## config.mk

```make
export PLATFORM = sky130hd
export DESIGN_NAME = ram_port_arbiter
export DESIGN_NICKNAME = d
export VERILOG_FILES = /design/src/rtl/ram_arb_pkg.sv /design/src/rtl/ram_arb_select.sv /design/src/rtl/ram_port_arbiter.sv
export SDC_FILE = /design/constraint.sdc
export NUM_CORES = 1
export LEC_CHECK = 0
export BUFFER_PORTS_ARGS = -buffer_cell sky130_fd_sc_hd__buf_4
export CORE_AREA = 5 5 88 131
export DETAILED_ROUTE_END_ITERATION = 12
export DIE_AREA = 0 0 93 136
export GPL_TIMING_DRIVEN = 0
export PLACE_DENSITY = 0.85
export REMOVE_ABC_BUFFERS = 1
export SYNTH_ARGS = -nofsm -noshare
export SYNTH_HDL_FRONTEND = slang
export SYNTH_SLANG_ARGS = --single-unit
export TNS_END_PERCENT = 20
```

## constraint.sdc

```tcl
create_clock -name clock -period 2 [get_ports clock]
set_input_delay 0.2 -clock clock [delete_from_list [all_inputs] [get_ports clock]]
set_output_delay 0.2 -clock clock [all_outputs]
set_load 0.005 [all_outputs]
```

## src/rtl/ram_arb_pkg.sv

```systemverilog
// rtl/ram_arb_pkg.sv - shared types and helpers for the RAM port arbiter
package ram_arb_pkg;

   typedef enum logic [1:0] {
      IDLE   = 2'd0,
      ACCESS = 2'd1,
      RESP   = 2'd2
   } arb_state_t;

   typedef enum logic {
      SRC_INS  = 1'b0,
      SRC_DATA = 1'b1
   } arb_src_t;

   // Bits needed for a counter that must reach max_val (never less than one bit).
   function automatic int cnt_width(input int max_val);
      return (max_val > 1) ? $clog2(max_val + 1) : 1;
   endfunction

endpackage

```

## src/rtl/ram_arb_select.sv

```systemverilog
// rtl/ram_arb_select.sv - winner selection with instruction starvation guard
module ram_arb_select
   import ram_arb_pkg::*;
#(
   parameter int StarveLimit = 4
)(
   input  logic     clock,
   input  logic     reset,
   input  logic     i_ins_req,
   input  logic     i_data_req,
   input  logic     i_arb_en,
   output logic     o_win_valid,
   output arb_src_t o_win_src
);

   localparam int SW = cnt_width(StarveLimit);

   logic [SW-1:0] r_starve;
   logic          w_starved;
   logic          w_ins_win;
   logic          w_data_win;

   // Data wins by default; ins takes over when data is absent or ins has waited too long.
   assign w_starved   = (r_starve == SW'(StarveLimit));
   assign w_ins_win   = i_arb_en && i_ins_req && (!i_data_req || w_starved);
   assign w_data_win  = i_arb_en && i_data_req && !w_ins_win;
   assign o_win_valid = w_ins_win || w_data_win;
   assign o_win_src   = w_ins_win ? SRC_INS : SRC_DATA;

   // Count data grants taken while ins is waiting; saturate at the limit.
   always_ff @(posedge clock) begin
      if (reset) begin
         r_starve <= '0;
      end else if (w_ins_win) begin
         r_starve <= '0;
      end else if (w_data_win) begin
         if (!i_ins_req)
            r_starve <= '0;
         else if (!w_starved)
            r_starve <= r_starve + 1'b1;
      end
   end

endmodule

```

## src/rtl/ram_port_arbiter.sv

```systemverilog
// rtl/ram_port_arbiter.sv - shares one RAM port between ins refill and data load/store
module ram_port_arbiter
   import ram_arb_pkg::*;
#(
   parameter int dataW       = 32,
   parameter int RAMAddrSize = 16,
   parameter int RAMLatency  = 1,
   parameter int StarveLimit = 4
)(
   input  logic                   clock,
   input  logic                   reset,
   input  logic                   InsReq,
   input  logic [RAMAddrSize-1:0] InsAddr,
   output logic                   InsGnt,
   output logic                   InsValid,
   output logic [dataW-1:0]       InsData,
   input  logic                   DataReq,
   input  logic                   DataWrite,
   input  logic [RAMAddrSize-1:0] DataAddr,
   input  logic [dataW-1:0]       DataWData,
   output logic                   DataGnt,
   output logic                   DataValid,
   output logic [dataW-1:0]       DataRData,
   output logic [RAMAddrSize-1:0] RAMAddr,
   output logic [dataW-1:0]       RAMDataIn,
   output logic                   RAMWriteControl,
   input  logic [dataW-1:0]       RAMOut,
   output logic                   Busy
);

   localparam int LatW = cnt_width(RAMLatency - 1);

   arb_state_t             r_state;
   arb_state_t             w_next_state;
   arb_src_t               r_src;
   logic                   r_write;
   logic [LatW-1:0]        r_lat_cnt;
   logic [RAMAddrSize-1:0] r_ram_addr;
   logic [dataW-1:0]       r_ram_din;
   logic [dataW-1:0]       r_ins_data;
   logic [dataW-1:0]       r_data_rdata;
   logic                   w_arb_en;
   logic                   w_win_valid;
   arb_src_t               w_win_src;
   logic                   w_last;

   // Arbitration only between accesses; held off while reset is asserted so no grant leaks out.
   assign w_arb_en = ((r_state == IDLE) || (r_state == RESP)) && !reset;
   assign w_last   = (r_lat_cnt == '0);

   ram_arb_select #(
      .StarveLimit (StarveLimit)
   ) u_select (
      .clock       (clock),
      .reset       (reset),
      .i_ins_req   (InsReq),
      .i_data_req  (DataReq),
      .i_arb_en    (w_arb_en),
      .o_win_valid (w_win_valid),
      .o_win_src   (w_win_src)
   );

   // State register.
   always_ff @(posedge clock) begin
      if (reset)
         r_state <= IDLE;
      else
         r_state <= w_next_state;
   end

   // Next state: a grant always starts an access; RESP may grant again back-to-back.
   always_comb begin
      w_next_state = r_state;
      unique case (r_state)
         IDLE, RESP: w_next_state = w_win_valid ? ACCESS : IDLE;
         ACCESS:     if (w_last) w_next_state = RESP;
         default:    w_next_state = IDLE;
      endcase
   end

   // Latch the winning request, count the RAM latency, capture read data on the last cycle.
   always_ff @(posedge clock) begin
      if (reset) begin
         r_src        <= SRC_INS;
         r_write      <= 1'b0;
         r_lat_cnt    <= '0;
         r_ram_addr   <= '0;
         r_ram_din    <= '0;
         r_ins_data   <= '0;
         r_data_rdata <= '0;
      end else if (w_win_valid) begin
         r_src     <= w_win_src;
         r_lat_cnt <= LatW'(RAMLatency - 1);
         if (w_win_src == SRC_DATA) begin
            r_write    <= DataWrite;
            r_ram_addr <= DataAddr;
            r_ram_din  <= DataWData;
         end else begin
            r_write    <= 1'b0;
            r_ram_addr <= InsAddr;
         end
      end else if (r_state == ACCESS) begin
         if (!w_last) begin
            r_lat_cnt <= r_lat_cnt - 1'b1;
         end else if (!r_write) begin
            if (r_src == SRC_INS)
               r_ins_data <= RAMOut;
            else
               r_data_rdata <= RAMOut;
         end
      end
   end

   assign InsGnt          = w_win_valid && (w_win_src == SRC_INS);
   assign DataGnt         = w_win_valid && (w_win_src == SRC_DATA);
   assign InsValid        = (r_state == RESP) && (r_src == SRC_INS);
   assign DataValid       = (r_state == RESP) && (r_src == SRC_DATA);
   assign InsData         = r_ins_data;
   assign DataRData       = r_data_rdata;
   assign RAMAddr         = r_ram_addr;
   assign RAMDataIn       = r_ram_din;
   assign RAMWriteControl = (r_state == ACCESS) && r_write;
   assign Busy            = (r_state == ACCESS);

endmodule
```

==> results.toml <==
[clock_network]
clockBufferDepth = 2
clk_latency_ns = 0.40
tritoncts = "yes"
hold_buffers = 0
numCtsBuffers = 17
path_clk_slew_ns = 0.05
h-tree-depth = 4
cts_root_buf = "clkbuf_16"
cts.sinks = 119

[place]
place_inst = 857
place_area_sq_um = 6250
globalplace.congestion = 0.810
io_buffers = 218
dp.final_hpwl_um = 10400

[sta]
tightest_slew_ns = 1.23
finalClockSkew_ns = 0.00613
holdWs_ns = 0.0535
post-route-period-util_pct = 96.7
setup_viol = 0
finalCriticalPeriod_ns = 1.93
maxSlewViolCount = 0
slew_headroom_pct = 17.9
max_freq_ghz = 0.517
hold_viol = 0
rsz0062_at_grt = "false"

[routing]
dr.pass1.iters = 4
drc_errors = 0
wirelength_um = 15100
wl_per_cell_um = 16.9
vias = 5004
detail-route-antenna-nets = 0
avgViaCountPerCell = 5.60
first_iter_violations = 213

[floorplan]
rows = 46
dieArea_sq_um = 12600
die_y_um = 136
die_w_um = 93
io_pins = 219
start_util_pct = 44.5
core_area_sq_um = 10400

[power]
pwr-share-seq_pct = 40.2
p_leak_uw = 0.00286
peakVddDrop_mv = 0.800
power_uw = 6370
p_int_uw = 4860
p_comb_share_pct = 12.0
switching_share_pct = 23.7
p_clk_share_pct = 47.8
power.switching_uw = 1510
p_per_area_nw_per_um2 = 920

[synthesis]
synth_cell_types = 29
yosysSeqAreaShare_pct = 51.7
syn_area_sq_um = 4610
ys_async_sr_fraction_pct = 0
synth_top_area_share_pct = 51.7
yosys_warnings = 0
syn-instance-count = 572
syn_avg_cell_area_sq_um = 8.06
ys_ff_latch = 119
synthFlopType = "dfxtp_1"
yosysTopAreaCell = "dfxtp_1"
synth-edff-count = 0
synth_area_leaders = "dfxtp_1, a21oi_1, nand2_1"

[finish]
drive_above_1_share_pct = 35.3
num_antenna_cells = 0
layout.cells.non_filler = 894
final_area_sq_um = 6930
regArea_sq_um = 2380
multi_input_area_sq_um = 2050
nets = 864
area_delta_synth_final_pct = 50.3
num-fill-cells = 845

[critical_path]
cp-start-kind = "register"
cp_data_required_time_ns = 2.23
critPathCaptureType = "register"
worstPathArrival_ns = 2.17
cp_max_fo = 32
crit_type = "register to register"

[hold_path]
hold_path.class = "primary input to register"

[global_route]
grt_max_degree = 124
antenna_found_initial = 0
grtUsageTotal_pct = 22.8
grt_pass1_vias = 4827
grt_pass1_wl_um = 23200
overflow = 0

[flow_run]
cap_violations = 0

[outcome]
status = "finished clean"
[metrics by stage]
step | TNS, ns | util [%] | worst slack [ns]
after floorplan | -42.82 | - | -1.17
after global placement | -151.57 | 59.5 | -2.78
after detailed placement | -25.66 | 60.3 | -0.590
after CTS | -0.0402 | 66.4 | -0.0402
after global routing | 0 | 66.9 | 0.0183
final | 0 | 66.9 | 0.0664
[state kept, by name (all words and copies together), names as in the netlist]
register / flops
r_src: 1
DataRData: 32
RAMDataIn: 32
r_write: 1
u_select.r_starve: 3
InsData: 32
r_state: 2
RAMAddr: 16
[cell usage in the layout, fill, tap and decap left out, drive strengths merged]
master / synthesis / routed
nand2: 128 / 128
a311oi: 16 / 16
dfxtp: 119 / 119
or3: 1 / 1
nor4b: 1 / 1
nor2: 6 / 6
or3b: 2 / 2
o21ai: 51 / 51
a211oi: 20 / 20
or4b: 1 / 1
a21oi: 114 / 114
inv: 4 / 4
nand3: 36 / 36
buf: 15 / 227
a21boi: 1 / 1
clkinvlp: 0 / 3
nor3: 2 / 2
nor4bb: 1 / 1
a21bo: 1 / 1
clkbuf: 42 / 19
or2: 2 / 2
bufinv: 0 / 3
and2: 1 / 1
nand4bb: 1 / 1
ha: 2 / 2
o31ai: 1 / 1
and3: 2 / 2
nor3b: 2 / 2
clkinv: 0 / 7
[metal layers]
metal | global-route usage (%) | share of wire (%) | vias to the layer above
li1 | - | - | 2371
met5 | 0 | 0 | -
met3 | 7.20 | 6.3 | 44
met4 | 12.3 | 4.3 | 0
met2 | 39.9 | 53 | 225
met1 | 24.2 | 36 | 2364
[final timing paths]
kind                                   from          end  slack [ns]  cells after the start
worst max-delay path             r_state[0]  InsData[10]        0.07                      3
worst min-delay path             RAMOut[27]  InsData[27]        0.05                      3
worst max register to register   r_state[0]  InsData[10]        0.07                      3
worst min register to register  InsData[27]  InsData[27]        0.45                      2
[final cells by class]
cell class	instances	area share, %
Inverter	4	0.217
Timing Repair Buffer	227	25.0
Multi-Input combinational cell	392	29.6
Clock inverter	13	2.24
Tap cell	120	2.17
Clock buffer	19	6.39
Sequential cell	119	34.4
[cells in the mapped netlist, drive strengths merged (2+ instances only)]
cell type / n
nor3: 2
or2: 2
nand2: 128
nand3: 36
dfxtp: 119
ha: 2
a311oi: 16
nor2: 6
buf: 15
a21oi: 114
inv: 4
nor3b: 2
clkbuf: 42
o21ai: 51
and3: 2
or3b: 2
a211oi: 20
[cells by family (layout without fill, tap and decap cells)]
group	count (synthesis)	after routing	share of synthesized area [%]
buffers and inverters	61	263	5.35
adder cells (fa/ha/maj)	2	2	0.543
AO/OA/AOI/OAI	204	204	24.8
AND/OR/NAND/NOR	186	186	17.7
flip-flops	119	119	51.7
[power groups by stage]
stage,Combinational (uW),Sequential (uW),Clock [uW]
2_1_floorplan,251,2610,0
3_3_place_gp,698,2600,0
3_5_place_dp,746,2610,0
4_1_cts,754,2560,3090
5_1_grt,825,2580,3230
6_report,763,2560,3050
[what timing repair did]
item,CTS,global route
pin swaps,1,3
gates resized for setup,10,4
endpoints found under the setup margin,105,42
buffers inserted,0,5
[critical path: stages (launching register included)]
cell	delay, ns
dfxtp_2	0.47
or4b_2	1.00
nand2_1	0.20
a21oi_1	0.09
No activity file was read; power rests on OpenSTA's default activity.
